<file path="config.mk">
export PLATFORM = sky130hd
export DESIGN_NAME = npu_core_sched_flat
export DESIGN_NICKNAME = d
export VERILOG_FILES = /design/src/rtl/npu_core_sched_if.sv /design/src/rtl/npu_core_sched.sv /design/src/flat_wrapper.sv
export SDC_FILE = /design/constraint.sdc
export NUM_CORES = 1
export LEC_CHECK = 0
export BUFFER_PORTS_ARGS = -buffer_cell sky130_fd_sc_hd__buf_2
export CAP_MARGIN = 30
export CORE_ASPECT_RATIO = 0.75
export CORE_UTILIZATION = 55
export DETAILED_ROUTE_END_ITERATION = 10
export PLACE_DENSITY = 0.73
export SLEW_MARGIN = 20
export SYNTH_ARGS = -nofsm -noshare
export SYNTH_HDL_FRONTEND = slang
export SYNTH_SLANG_ARGS = --single-unit
</file>
<file path="constraint.sdc">
create_clock -name clk -period 18.9 [get_ports clk]
set_input_delay 0.945 -clock clk [delete_from_list [all_inputs] [get_ports clk]]
set_output_delay 0.945 -clock clk [all_outputs]
set_load 0.02 [all_outputs]
</file>
<file path="src/rtl/npu_core_sched_if.sv">
// Operand handshake, NPU core control pins and reconstructed output-valid
// shared between the scheduler (master) and the core/feature buffer (slave).
interface npu_core_sched_if #(
  parameter int NPU_OUT_NUM   = 18,
  parameter int PIX_CNT_WIDTH = 16
);
  logic                     src_valid;
  logic                     src_ready;
  logic                     npu_bias_sel;
  logic                     npu_zero_op;
  logic                     npu_data_valid;
  logic [NPU_OUT_NUM-1:0]   adder_rst;
  logic [3:0]               npu_scale;
  logic                     out_valid;
  logic [PIX_CNT_WIDTH-1:0] out_pix_idx;

  modport master (
    input  src_valid,
    output src_ready, npu_bias_sel, npu_zero_op, npu_data_valid,
           adder_rst, npu_scale, out_valid, out_pix_idx
  );

  modport slave (
    output src_valid,
    input  src_ready, npu_bias_sel, npu_zero_op, npu_data_valid,
           adder_rst, npu_scale, out_valid, out_pix_idx
  );
endinterface

</file>
<file path="src/rtl/npu_core_sched.sv">
// Layer-job sequencer for one NPU core: paces operand beats, drives the core
// control pins and rebuilds the core's output-valid from per-beat delay lines.
module npu_core_sched #(
  parameter int ACC_CNT_WIDTH = 8,
  parameter int PIX_CNT_WIDTH = 16,
  parameter int NPU_OUT_NUM   = 18,
  parameter int APM_LAT       = 11,
  parameter int POST_LAT      = 4
) (
  input  logic                     clk,
  input  logic                     rst,
  input  logic                     cfg_start,
  input  logic [ACC_CNT_WIDTH-1:0] cfg_acc_len,
  input  logic [PIX_CNT_WIDTH-1:0] cfg_pix_num,
  input  logic [3:0]               cfg_scale,
  input  logic                     abort,
  npu_core_sched_if.master         bus,
  output logic                     busy,
  output logic                     done,
  output logic                     cfg_err
);
  localparam int unsigned LB_LEN = APM_LAT + POST_LAT;

  typedef enum logic [1:0] {S_IDLE, S_RUN, S_DRAIN} state_t;

  state_t                   state_q, state_d;
  logic [ACC_CNT_WIDTH-1:0] acc_len_q, beat_cnt_q;
  logic [PIX_CNT_WIDTH-1:0] pix_num_q, pix_cnt_q;
  logic [3:0]               scale_q;
  logic                     cfg_err_q;
  logic [APM_LAT-1:0]       fb_dl;
  logic [LB_LEN-1:0]        lb_dl;
  logic [PIX_CNT_WIDTH-1:0] idx_dl [LB_LEN];

  logic accept, beat_first, beat_last, pix_last, cfg_ok, start_ok, kill, final_out;

  assign cfg_ok     = (cfg_acc_len != '0) && (cfg_pix_num != '0);
  assign start_ok   = (state_q == S_IDLE) && cfg_start && cfg_ok;
  assign kill       = abort && (state_q != S_IDLE);
  assign accept     = bus.src_valid && (state_q == S_RUN);
  assign beat_first = (beat_cnt_q == '0);
  assign beat_last  = (beat_cnt_q == acc_len_q - ACC_CNT_WIDTH'(1));
  assign pix_last   = (pix_cnt_q == pix_num_q - PIX_CNT_WIDTH'(1));
  // Pixel indices are unique within a job, so the tail of the last-beat line
  // carrying the final index in DRAIN is the job's last output.
  assign final_out  = (state_q == S_DRAIN) && lb_dl[LB_LEN-1] &&
                      (idx_dl[LB_LEN-1] == pix_num_q - PIX_CNT_WIDTH'(1));

  always_ff @(posedge clk or posedge rst) begin
    if (rst) state_q <= S_IDLE;
    else     state_q <= state_d;
  end

  always_comb begin
    state_d         = state_q;
    bus.src_ready   = 1'b0;
    bus.npu_zero_op = 1'b1;
    busy            = 1'b0;
    unique case (state_q)
      S_IDLE: begin
        if (start_ok) state_d = S_RUN;
      end
      S_RUN: begin
        bus.src_ready   = 1'b1;
        bus.npu_zero_op = !bus.src_valid;
        busy            = 1'b1;
        if (abort)                                state_d = S_IDLE;
        else if (accept && beat_last && pix_last) state_d = S_DRAIN;
      end
      S_DRAIN: begin
        busy = 1'b1;
        if (abort || final_out) state_d = S_IDLE;
      end
      default: state_d = S_IDLE;
    endcase
  end

  assign bus.npu_data_valid = accept;
  assign bus.npu_bias_sel   = accept && beat_first;
  assign bus.adder_rst      = {NPU_OUT_NUM{fb_dl[APM_LAT-1]}};
  assign bus.npu_scale      = scale_q;
  assign bus.out_valid      = lb_dl[LB_LEN-1];
  assign bus.out_pix_idx    = idx_dl[LB_LEN-1];
  assign done               = final_out;
  assign cfg_err            = cfg_err_q;

  always_ff @(posedge clk or posedge rst) begin
    if (rst) begin
      acc_len_q  <= '0;
      beat_cnt_q <= '0;
      pix_num_q  <= '0;
      pix_cnt_q  <= '0;
      scale_q    <= '0;
      cfg_err_q  <= 1'b0;
      fb_dl      <= '0;
      lb_dl      <= '0;
      for (int unsigned i = 0; i < LB_LEN; i++) idx_dl[i] <= '0;
    end else begin
      cfg_err_q <= (state_q == S_IDLE) && cfg_start && !cfg_ok;
      if (kill) begin
        beat_cnt_q <= '0;
        pix_cnt_q  <= '0;
        fb_dl      <= '0;
        lb_dl      <= '0;
        for (int unsigned i = 0; i < LB_LEN; i++) idx_dl[i] <= '0;
      end else begin
        fb_dl     <= {fb_dl[APM_LAT-2:0], accept && beat_first};
        lb_dl     <= {lb_dl[LB_LEN-2:0], accept && beat_last};
        idx_dl[0] <= pix_cnt_q;
        for (int unsigned i = 1; i < LB_LEN; i++) idx_dl[i] <= idx_dl[i-1];
        if (accept) begin
          if (beat_last) begin
            beat_cnt_q <= '0;
            pix_cnt_q  <= pix_cnt_q + PIX_CNT_WIDTH'(1);
          end else begin
            beat_cnt_q <= beat_cnt_q + ACC_CNT_WIDTH'(1);
          end
        end
      end
      if (start_ok) begin
        acc_len_q  <= cfg_acc_len;
        pix_num_q  <= cfg_pix_num;
        scale_q    <= cfg_scale;
        beat_cnt_q <= '0;
        pix_cnt_q  <= '0;
      end
    end
  end
endmodule
</file>
<file path="src/flat_wrapper.sv">
// flat-port wrapper written by rule: the top's interface ports become plain ports
module npu_core_sched_flat 
#(
  parameter int ACC_CNT_WIDTH = 8,
  parameter int PIX_CNT_WIDTH = 16,
  parameter int NPU_OUT_NUM   = 18,
  parameter int APM_LAT       = 11,
  parameter int POST_LAT      = 4
)
  (clk, rst, cfg_start, cfg_acc_len, cfg_pix_num, cfg_scale, abort, busy, done, cfg_err, bus_src_valid, bus_src_ready, bus_npu_bias_sel, bus_npu_zero_op, bus_npu_data_valid, bus_adder_rst, bus_npu_scale, bus_out_valid, bus_out_pix_idx);
  npu_core_sched_if #(.NPU_OUT_NUM(NPU_OUT_NUM), .PIX_CNT_WIDTH(PIX_CNT_WIDTH)) bus_i ();
  input  logic clk;
  input  logic rst;
  input  logic cfg_start;
  input  logic [ACC_CNT_WIDTH-1:0] cfg_acc_len;
  input  logic [PIX_CNT_WIDTH-1:0] cfg_pix_num;
  input  logic [3:0] cfg_scale;
  input  logic abort;
  output logic busy;
  output logic done;
  output logic cfg_err;
  input wire logic [$bits(bus_i.src_valid)-1:0] bus_src_valid;
  output wire logic [$bits(bus_i.src_ready)-1:0] bus_src_ready;
  output wire logic [$bits(bus_i.npu_bias_sel)-1:0] bus_npu_bias_sel;
  output wire logic [$bits(bus_i.npu_zero_op)-1:0] bus_npu_zero_op;
  output wire logic [$bits(bus_i.npu_data_valid)-1:0] bus_npu_data_valid;
  output wire logic [$bits(bus_i.adder_rst)-1:0] bus_adder_rst;
  output wire logic [$bits(bus_i.npu_scale)-1:0] bus_npu_scale;
  output wire logic [$bits(bus_i.out_valid)-1:0] bus_out_valid;
  output wire logic [$bits(bus_i.out_pix_idx)-1:0] bus_out_pix_idx;
  assign bus_i.src_valid = bus_src_valid;
  assign bus_src_ready = bus_i.src_ready;
  assign bus_npu_bias_sel = bus_i.npu_bias_sel;
  assign bus_npu_zero_op = bus_i.npu_zero_op;
  assign bus_npu_data_valid = bus_i.npu_data_valid;
  assign bus_adder_rst = bus_i.adder_rst;
  assign bus_npu_scale = bus_i.npu_scale;
  assign bus_out_valid = bus_i.out_valid;
  assign bus_out_pix_idx = bus_i.out_pix_idx;
  npu_core_sched #(.ACC_CNT_WIDTH(ACC_CNT_WIDTH), .PIX_CNT_WIDTH(PIX_CNT_WIDTH), .NPU_OUT_NUM(NPU_OUT_NUM), .APM_LAT(APM_LAT), .POST_LAT(POST_LAT)) u_core (.clk(clk), .rst(rst), .cfg_start(cfg_start), .cfg_acc_len(cfg_acc_len), .cfg_pix_num(cfg_pix_num), .cfg_scale(cfg_scale), .abort(abort), .bus(bus_i), .busy(busy), .done(done), .cfg_err(cfg_err));
endmodule
</file>
# Yosys cells after proc, flatten, opt, wreduce, memory -nomap -nowiden
# Cells that the tools add are included.
# Widths: inputs -> output; s select.
[totals]
register_bits = 321
inputBits = 33
output_inout_bits = 46
word_cells = 79
[op_classes]
addsub = 4
n_eq_ne = 8
mux = 19
reduce_logical = 24
[ops]
columns = ["op", "n"]
rows = [
  ["$mux 240", 1],
  ["$mux 16", 4],
  ["$eq 16x16->1", 2],
  ["$mux 8", 4],
  ["$add 16x1->16 const B", 1],
  ["$reduce_bool 16->1", 1],
  ["$sub 16x1->16 const B", 1],
  ["$mux 15", 1],
  ["$logic_and 1x1->1", 11],
  ["$mux 11", 1],
  ["$add 8x1->8 const B", 1],
  ["$eq 8x8->1", 1],
  ["$logic_not 8->1", 1],
  ["$mux 2", 4],
  ["$reduce_bool 8->1", 1],
  ["$sub 8x1->8 const B", 1],
  ["$pmux 2 s3", 1],
  ["$reduce_bool 3->1", 2],
  ["$mux 1", 3],
  ["$ne 3x3->1 const B", 1],
  ["$reduce_and 3->1", 1],
  ["$eq 2x1->1 const B", 1],
  ["$eq 2x2->1 const B", 1],
  ["$logic_not 1->1", 2],
  ["other kinds (7)", 7],
]

# Logic depth before layout (Yosys ltp)
# Gate-level depths: netlist (run 1).
[logic_depth]
ltp_word = 7
ltp_mapped = 12
ltp_nobuf = 10

# Worst setup path before layout (run 1)
# No wires, ideal clock.
[synth_timing]
path_type = "register to register"
start = "reg u_core.pix_num_q[0]"
end = "reg u_core.state_q[1]"
setup_ns = 0.069
arrival_time_ns = 3.353
t_required_ns = 18.831
slack_ns = 15.478
path_stages_with_launch = 13
n_path_buf = 2
synth_period_minus_slack_ns = 3.422
cell_sequence = "dfrtp_1 > clkbuf_1 > inv_1 > ha_1 > or4b_4 > buf_6 > nor3_4 > xnor2_1 > or3_1 > a2111o_1 > or4_4 > or4b_1 > nand3_1"
[synth_via]
elab_chain_len = 6
word_cells_on_any_way = 9
classes_between = "add/sub: 1; eq/ne: 4; reduce/logical: 4"
[synth_lines]
columns = ["element", "line", "source"]
rows = [
  ["from (decl)", "npu_core_sched.sv:28", "logic [PIX_CNT_WIDTH-1:0] pix_num_q, pix_cnt_q;"],
  ["from (signal assigned)", "npu_core_sched.sv:122", "pix_num_q <= cfg_pix_num;"],
  ["$sub 16x1->16 (*)", "npu_core_sched.sv:43, npu_core_sched.sv:47", ""],
  ["$eq 16x16->1", "npu_core_sched.sv:47", "(idx_dl[LB_LEN-1] == pix_num_q - PIX_CNT_WIDTH'(1));"],
  ["$logic_and 1x1->1", "npu_core_sched.sv:46", "assign final_out = (state_q == S_DRAIN) && lb_dl[LB_LEN-1] &&"],
  ["$logic_or 1x1->1", "npu_core_sched.sv:72", "if (abort || final_out) state_d = S_IDLE;"],
  ["$ne 2x2->1 (no source line)", "n/a", ""],
  ["$reduce_and 3->1 (no source line) (*)", "n/a", ""],
  ["to (signal assigned)", "npu_core_sched.sv:51", "else state_q <= state_d;"],
  ["to (decl)", "npu_core_sched.sv:26", "state_t state_q, state_d;"],
]
# Mark *: on every way between the ends. The rest lies on a longest branch, timed or not.
# A chain may end at the register's enable or synchronous reset.

# Worst setup path in the final report (run 1)
[layout_timing]
start = "reg u_core.pix_num_q[0]"
end = "out done"
[layout_via]
elab_chain_len = 3
[layout_lines]
columns = ["element", "line", "source"]
rows = [
  ["$sub 16x1->16", "npu_core_sched.sv:47", ""],
  ["$eq 16x16->1", "npu_core_sched.sv:47", ""],
  ["$logic_and 1x1->1", "npu_core_sched.sv:46", ""],
  ["to (decl)", "flat_wrapper.sv:20", "output logic done;"],
]
# Every way passes these cells.

==> flow_summary.json, run 1 <==
{
  "status": "completed",
  "arrival_ns": 3.30,
  "finalHoldViolCount": 0,
  "grt_pass1_vias": 6775,
  "clock_path_buffers": 3,
  "synth_cell_types": 51,
  "io_pins": 79,
  "period_needed_ns": 4.25,
  "die-area_mm2": 0.0232,
  "die_w_um": 176,
  "clock_latency_ns": 0.54,
  "wl_met1_mm": 10.8,
  "drv_slew": 0,
  "setup_tns_ns": 0,
  "grt_max_degree": 165,
  "drive_above_1_share_pct": 16.3,
  "grt_use_total_pct": 19.7,
  "required_ns": 17.95,
  "num_vias": 6908,
  "synth_ff_type": "dfrtp_1",
  "avgSynthCellArea_um2": 12.4,
  "first_pass_iters": 5,
  "postPlaceCellArea_mm2": 0.0128,
  "worstSetupPathType": "reg -> out",
  "clk_pin_slew_ns": 0.07,
  "cts.sinks": 321,
  "ctsHtreeMaxLevel": 1,
  "grt.overflow.total": 0,
  "postSynthCellCount": 1003,
  "drt-total-wl_mm": 21.7,
  "grt_setup_unrepaired": "no",
  "fill_cells": 1735,
  "clock_skew_ns": 0.00896,
  "ys_seq_elements": 321,
  "yosysTopAreaCellShare_pct": 64.6,
  "finalSetupViolations": 0,
  "max_freq_mhz": 235,
  "synth-edff-count": 0,
  "tightest_slew_ns": 0.974,
  "design_area_mm2": 0.0138,
  "routed.top_layer": "met4",
  "period_share_pct": 22.5,
  "drt_iter0_drc": 569,
  "cts-resized-gates": 0,
  "nets": 1077,
  "cts-root-buf": "clkbuf_16",
  "relSlewSlack_pct": 34.6,
  "avgRoutedWirePerCell_um": 16.0,
  "core_area_mm2": 0.0221,
  "syn_nets": 1044,
  "syn_to_final_growth_pct": 11.2,
  "worst-path-max-fanout": 7,
  "via_per_inst": 5.11,
  "leakagePower_nw": 6.88,
  "maxCapViolations": 0,
  "antenna_cells": 0,
  "path_cells": "inv_1 > ha_1 > nor4b_1 > nand3_1 > nor2_1 > xnor2_1 > nor4_1 > and3_1 > buf_2",
  "wl_met3_mm": 1.29,
  "initial_core_util_pct": 56.2,
  "ctsHoldBuffers": 0,
  "antenna_left": 0,
  "rows": 47,
  "holdCritPathClass": "reg -> reg",
  "layout_commonest_cell": "dfrtp_1",
  "end_kind": "output pin",
  "drcViolationCount": 0,
  "gp_congestion": 0.830,
  "antenna_found_initial": 0,
  "peakVddDrop_uv": 89.8,
  "syn_area_mm2": 0.0124,
  "power_density_mw_per_mm2": 119,
  "numCtsBuffers": 29,
  "synthArstFlopShare_pct": 100,
  "dp.final_hpwl_mm": 13.6,
  "critPathSlowestCell": "nor4b_1",
  "yosys-top-cells-area": "dfrtp_1, and2_1, xnor2_1",
  "port_buffers": 78,
  "postCtsSetupBuffers": 0,
  "start_kind": "register",
  "seq_area_frac_synth_pct": 64.6,
  "grt_pass1_wl_mm": 36.2,
  "yosysWarningCount": 0,
  "max_stage_delay_ns": 0.69,
  "cts_tree": "yes",
  "yosysTopAreaCell": "dfrtp_1",
  "wl_met2_mm": 9.34,
  "die_h_um": 132,
  "mostFrequentLayoutCells": "dfrtp_1, and2_1, buf_2, xnor2_1, clkbuf_16"
}
## stage by stage
stage	power [mW]	cells	hold WS (ns)	util (%)	setup slack [ns]
2_1_floorplan	0.999	1003	0.428	-	9.07
3_3_place_gp	1.07	1297	0.430	57.9	14.98
3_5_place_dp	1.07	1299	0.432	58.0	15.11
4_1_cts	1.67	1353	0.444	62.5	14.70
5_1_grt	1.73	1353	0.453	62.5	14.45
6_report	1.65	1353	0.441	62.5	14.65
## Yosys cell counts, types with 2 or more instances
library cell    n
nand3_1        17
and2_1        267
or3_1          10
inv_1          20
nor4_1         17
ha_1            8
nand4_1         9
nand3b_1        8
o211ai_1        2
o2111ai_1       3
buf_4          34
nor2b_1        11
nand2b_1        4
a21oi_1        17
buf_6           3
nor4b_1         2
o21ai_0        19
and3_1          5
or2_2           2
nor2_1         27
clkbuf_1       40
xor2_1         17
nand2_1        23
xnor2_1        47
dfrtp_1       321
a31oi_1         3
mux2_2         28
buf_1           4
nor3_1         13
## worst max-delay path, delay by kind of cell, from the launching register on
family | cells | cell delay, ns
XOR/XNOR | 1 | 0.11
buffers and inverters | 2 | 0.26
flip-flops | 1 | 0.48
adder cells (fa/ha/maj) | 1 | 0.22
AND/OR/NAND/NOR | 5 | 1.70
## state kept, by name, summed over array words and instances (netlist names), 4 cells and up
signal                  count
u_core.pix_cnt_q           16
u_core.idx_dl             224
u_core.bus.out_pix_idx     16
u_core.lb_dl               15
u_core.beat_cnt_q           8
u_core.bus.npu_scale        4
u_core.pix_num_q           16
u_core.fb_dl               11
u_core.acc_len_q            8
## metal layers
layer	up-vias	GRT usage (%)
met1	3447	31.2
li1	3273	-
met5	-	0
met3	22	3.84
met4	0	3.72
met2	166	28.4
## logic make-up (layout without fill, tap and decap cells)
logic type / count (synthesis) / count (layout) / synth area share (%)
simple gates: 422 / 422 / 20.3
flops: 321 / 321 / 64.6
buf+inv: 102 / 158 / 4.30
xor+xnor: 64 / 64 / 4.51
compound gates: 57 / 57 / 2.85
mux: 29 / 29 / 2.62
fa+ha+maj: 8 / 8 / 0.805
## worst paths after layout
check / from / endpoint / slack (ns) / depth (start not counted)
setup reg to reg: u_core.acc_len_q[0]$_DFFE_PP0P_ / u_core.state_q[1]$_DFFE_PP0P_ / 15.11 / 11
setup / recovery: u_core.pix_num_q[0]$_DFFE_PP0P_ / done / 14.65 / 9
max in group asynchronous: rst / u_core.idx_dl[43]$_DFF_PP0_ / 16.79 / 4
hold / removal: u_core.idx_dl[77]$_DFF_PP0_ / u_core.idx_dl[61]$_DFF_PP0_ / 0.44 / 1
min in group asynchronous: rst / u_core.fb_dl[1]$_DFF_PP0_ / 0.47 / 2
hold reg to reg: u_core.idx_dl[77]$_DFF_PP0_ / u_core.idx_dl[61]$_DFF_PP0_ / 0.44 / 1
## power breakdown
group	total, mW	internal [mW]	switching (mW)
clock	0.591	0.345	0.246
sequential	0.783	0.721	0.0611
combinational	0.274	0.110	0.163
total	1.65	1.18	0.470
## final cells by class
cell class / count / area, um2 / share of cell area, %
multi-input combinational: 580 / 3880 / 28.1
sequential: 321 / 8030 / 58.1
timing repair buffer: 84 / 468 / 3.39
inverter: 20 / 82.6 / 0.597
clock buffer: 41 / 861 / 6.23
clock inverter: 13 / 130 / 0.941
tap: 294 / 368 / 2.66
(Power assumes the default switching activity.)
==> run 2: changes to the inputs <==
- CORE_UTILIZATION: 55 -> 54
- PLACE_DENSITY: 0.73 -> 0.75
- clock period: 18.9 -> 3.5 ns (I/O delays scaled with it)
==> run 2 against run 1 <==
  * Cell area grew 4.1%
  * Critical path depth stayed put
  * Sequential cell count is the same
  * Clock-buffer cell count is 4 higher
  * Global-route usage up 0.78 points
  * Clock power grew to 5.8 times the previous value
  * Register-to-register slack got worse by 15 ns
  * Critical path type unchanged
  * Largest cell class unchanged
==> flow_summary.json, run 2 (synthesized netlist as in run 1, its figures left out) <==
{
  "status": "completed",
  "reg2reg_from": "u_core.acc_len_q[0]$_DFFE_PP0P_",
  "hold_end": "u_core.beat_cnt_q[1]$_DFFE_PP0P_",
  "cts-root-buf": "clkbuf_16",
  "ctsHtreeMaxLevel": 1,
  "cts.sinks": 321,
  "peakVddDrop_uv": 493,
  "drcViolationCount": 0,
  "finalHoldViolCount": 0,
  "reg2reg_slack_ns": 0.16,
  "fill_cells": 1661,
  "finalSetupViolations": 0,
  "via_per_inst": 5.13,
  "rows": 47,
  "io_pins": 79,
  "required_ns": 3.32,
  "period_needed_ns": 3.35,
  "relSlewSlack_pct": 47.2,
  "numCtsBuffers": 30,
  "die_h_um": 133,
  "r2r_end": "u_core.state_q[1]$_DFFE_PP0P_",
  "antenna_found_initial": 0,
  "clock_skew_ns": 0.0135,
  "max_freq_mhz": 298,
  "drv_slew": 0,
  "worst-path-max-fanout": 6,
  "top_register": "u_core.idx_dl",
  "first_pass_iters": 4,
  "worstSetupPathType": "reg -> out",
  "regArea_mm2": 0.00803,
  "worstRegToRegCells": 10,
  "layout_commonest_cell": "dfrtp_1",
  "clk_pin_slew_ns": 0.06,
  "largest_reg_flops": 224,
  "postCtsSetupBuffers": 0,
  "grt_pass1_wl_mm": 37.7,
  "tightest_slew_ns": 0.790,
  "numPlacedInstances": 1320,
  "maxCapViolations": 0,
  "leakagePower_nw": 7.15,
  "cts_tree": "yes",
  "die_w_um": 177,
  "die-area_mm2": 0.0236,
  "drive_above_1_share_pct": 17.3,
  "period_share_pct": 95.7,
  "hp-start": "bus_src_valid",
  "holdCritPathClass": "in -> reg",
  "start_kind": "register",
  "clock_path_buffers": 3,
  "num_vias": 7215,
  "post-route-util_pct": 64.4,
  "grt_pass1_vias": 7144,
  "power_density_mw_per_mm2": 648,
  "core_area_mm2": 0.0223,
  "syn_to_final_growth_pct": 15.8,
  "antenna_cells": 0,
  "grt.overflow.total": 0,
  "avgRoutedWirePerCell_um": 16.4,
  "grt_max_degree": 267,
  "finalNonFillerCells": 1407,
  "drt-total-wl_mm": 23.1,
  "antenna_left": 0,
  "port_buffers": 78,
  "drt_iter0_drc": 508,
  "grt_use_total_pct": 20.5,
  "mostFrequentLayoutCells": "dfrtp_1, and2_1, buf_2, xnor2_1, dlygate4sd3_1",
  "holdPathStages": 4,
  "clock_latency_ns": 0.54,
  "initial_core_util_pct": 55.6,
  "multi_input_area_mm2": 0.00390,
  "nets": 1131,
  "grt_setup_unrepaired": "no",
  "arrival_ns": 3.18,
  "end_kind": "output pin",
  "gp_congestion": 0.876,
  "setup_tns_ns": 0,
  "dp.final_hpwl_mm": 14.5
}
-- run 2: critical path, stage by stage, from the launching register on --
cell and delay (ns):
dfrtp_1 0.47, buf_4 0.20, or3_1 0.37, buf_4 0.19, nor4_1 0.24, xor2_1 0.19, or3_1 0.40, a21oi_2 0.19
and3_1 0.22, buf_2 0.18
-- run 2: per-layer routing --
metal	track usage [%]	vias up	share of wire [%]
li1	-	3377	-
met1	31.9	3621	48
met2	30.3	181	45
met3	3.31	36	5.5
met4	4.60	0	1.7
met5	0	-	0
-- run 2: how the worst max path moves through the flow --
stage	startpoint	to	slack, ns	cells after the start
after detailed placement	u_core.pix_num_q[0]$_DFFE_PP0P_	u_core.state_q[1]$_DFFE_PP0P_	0.07	9
after global routing	u_core.acc_len_q[0]$_DFFE_PP0P_	u_core.state_q[1]$_DFFE_PP0P_	0.002	10
after CTS	u_core.pix_num_q[0]$_DFFE_PP0P_	done	0.03	11
final	u_core.pix_num_q[7]$_DFFE_PP0P_	done	0.15	9
after global placement	u_core.pix_num_q[0]$_DFFE_PP0P_	u_core.state_q[1]$_DFFE_PP0P_	0.15	9
after floorplan	rst	u_core.acc_len_q[0]$_DFFE_PP0P_	-0.96	1
-- run 2: metrics by stage --
step | setup slack (ns) | power (mW) | hold WS (ns) | cell area, um2
floorplan | -0.956 | 5.40 | 0.294 | 12400
global placement | 0.153 | 5.92 | 0.359 | 13000
detailed placement | 0.0674 | 5.92 | 0.362 | 13000
CTS | 0.0254 | 9.39 | 0.0885 | 14400
global route | 0.00151 | 9.77 | 0.132 | 14400
finish | 0.149 | 9.32 | 0.119 | 14400
-- run 2: layout make-up --
type                    count  area share (%)
clock buffers              45            6.09
clock inverters            10            1.32
inverters                  20           0.548
multi-input cells         580            27.1
flip-flops and latches    321            55.8
well taps                 294            2.56
repair buffers            137            6.61
-- run 2: timing repair --
| item | in CTS | in global routing |
|---|---|---|
| setup endpoints to repair | 0 | 3 |
| resized for setup | 0 | 3 |
| hold endpoints to repair | 61 | 0 |
| hold buffers | 32 | 0 |
-- run 2: power breakdown --
group / switching (mW) / internal, mW / total [mW]
Sequential: 0.270 / 3.90 / 4.17
Clock: 1.32 / 2.10 / 3.42
Combinational: 1.02 / 0.719 / 1.74
Total: 2.61 / 6.71 / 9.32
==> run 3: changes to the inputs <==
==> constraint.sdc (replaced) <==
create_clock -name clk -period 3.5 [get_ports clk]
set_input_delay 0.7 -clock clk [delete_from_list [all_inputs] [get_ports clk]]
set_output_delay 0.7 -clock clk [all_outputs]
set_load 0.02 [all_outputs]
==> run 3 against run 2 <==
  * The run now ends with negative setup slack left
  * Sequential cell count stayed put
  * Clock skew is 0.0059 ns lower
  * Largest cell class unchanged
  * Die area stayed put
  * Via count is 0.61% lower
  * Critical path type unchanged
  * Critical path depth is 1 higher
  * Critical endpoint unchanged
==> flow_summary.json, run 3 (synthesized netlist as in run 1, its figures left out) <==
{
  "antenna_found_initial": 0,
  "io_pins": 79,
  "via_per_inst": 5.21,
  "drcViolationCount": 0,
  "num_vias": 7171,
  "die_w_um": 177,
  "grt_max_degree": 117,
  "finalSetupViolations": 1,
  "grt_pass1_vias": 7049,
  "start_kind": "register",
  "path_cells": "inv_2 > ha_4 > or4b_4 > buf_6 > nor3_4 > xnor2_1 > or3_4 > a21oi_4 > and3_4 > buf_6",
  "initial_core_util_pct": 55.6,
  "peakVddDrop_uv": 377,
  "rows": 47,
  "dp.final_hpwl_mm": 14.3,
  "crit_family": "simple AND/OR/NAND/NOR gates",
  "power_mw": 9.03,
  "design_area_mm2": 0.0141,
  "mostFrequentLayoutCells": "dfrtp_1, and2_1, buf_2, xnor2_1, clkbuf_16",
  "largest_reg_flops": 224,
  "syn_to_final_growth_pct": 13.2,
  "period_needed_ns": 3.56,
  "gp_congestion": 0.936,
  "period_share_pct": 102,
  "arrival_ns": 2.86,
  "cts.sinks": 321,
  "drt-total-wl_mm": 22.8,
  "drv_slew": 0,
  "clk_pin_slew_ns": 0.07,
  "max_freq_mhz": 281,
  "clock_skew_ns": 0.00756,
  "clock_latency_ns": 0.54,
  "reg2reg_from": "u_core.pix_num_q[1]$_DFFE_PP0P_",
  "worstRegToRegCells": 11,
  "top_register": "u_core.idx_dl",
  "cp_common_cell": "buf_6",
  "path_buf_inv": 3,
  "max_stage_delay_ns": 0.47,
  "r2r_end": "u_core.state_q[1]$_DFFE_PP0P_",
  "postPlaceCellArea_mm2": 0.0130,
  "grt_pass1_wl_mm": 37.4,
  "drt_iter0_drc": 671,
  "critPathSlowestCell": "or4b_4",
  "finalNonFillerCells": 1376,
  "reg2reg_slack_ns": 0.06,
  "end_kind": "output pin",
  "ctsHoldBuffers": 0,
  "worst-path-max-fanout": 5,
  "antenna_left": 0,
  "startpoint": "u_core.pix_num_q[1]$_DFFE_PP0P_",
  "drive_above_1_share_pct": 19.0,
  "layout_commonest_cell": "dfrtp_1",
  "numPlacedInstances": 1317,
  "cts-root-buf": "clkbuf_16",
  "worstSetupPathType": "reg -> out",
  "port_buffers": 78,
  "required_ns": 2.80,
  "avgRoutedWirePerCell_um": 16.6,
  "nets": 1101,
  "maxCapViolations": 0,
  "holdCritPathClass": "in -> async",
  "relSlewSlack_pct": 57.5,
  "die_h_um": 133,
  "grt.overflow.total": 0,
  "grt_setup_unrepaired": "yes",
  "power_density_mw_per_mm2": 642,
  "die-area_mm2": 0.0236,
  "leakagePower_nw": 6.98,
  "layout_setup_ws_ns": -0.0625,
  "core_area_mm2": 0.0223,
  "status": "complete, but fails checks",
  "numCtsBuffers": 29,
  "grt_use_total_pct": 20.3,
  "first_pass_iters": 5,
  "clock_path_buffers": 3,
  "cts_tree": "yes",
  "tightest_slew_ns": 0.634,
  "finalHoldViolCount": 0,
  "violations": "negative setup slack",
  "ctsHtreeMaxLevel": 1,
  "antenna_cells": 0
}
[run 3: area by class of cell]
type,instances,area [um2]
well taps,294,368
clock inverters,12,123
multi-input cells,580,3980
repair buffers,108,688
inverters,20,78.8
fillers,1680,8270
flip-flops and latches,321,8040
clock buffers,41,801
[run 3: power breakdown]
| group | switching [mW] | leakage [nW] | internal, mW |
|---|---|---|---|
| Sequential | 0.303 | 4.42 | 3.90 |
| Combinational | 1.03 | 2.11 | 0.740 |
| Clock | 1.32 | 0.450 | 1.74 |
| Total | 2.65 | 6.98 | 6.38 |
[run 3: worst max path at each step]
stage / endpoint / cells past startpoint
4_1_cts: done / 10
5_1_grt: done / 10
6_report: done / 10
2_1_floorplan: u_core.acc_len_q[0]$_DFFE_PP0P_ / 1
3_3_place_gp: u_core.state_q[1]$_DFFE_PP0P_ / 10
3_5_place_dp: u_core.state_q[1]$_DFFE_PP0P_ / 10
[run 3: per-layer routing]
metal	vias up	GRT usage [%]	part of all wire (%)
li1	3325	-	-
met1	3605	30.9	47
met2	202	29.6	44
met3	39	4.65	6.8
met4	0	4.93	2.0
met5	-	0	0
[run 3: metrics by stage]
stage               setup TNS (ns)  setup slack, ns  hold WS [ns]  util, %
detailed placement               0            0.105         0.432     58.1
finish                     -0.0625          -0.0625         0.162     63.0
global route                -0.221           -0.166         0.168     63.0
global placement                 0            0.156         0.430     58.1
floorplan                  -475.33            -1.48         0.428        -
CTS                        -0.0206          -0.0206         0.147     62.8
[run 3: timing repair]
item | 4_1_cts | 5_1_grt
gates resized for setup | 20 | 4
setup endpoints to repair | 1 | 6
pin swaps | 2 | 6
buffers inserted | 4 | 2
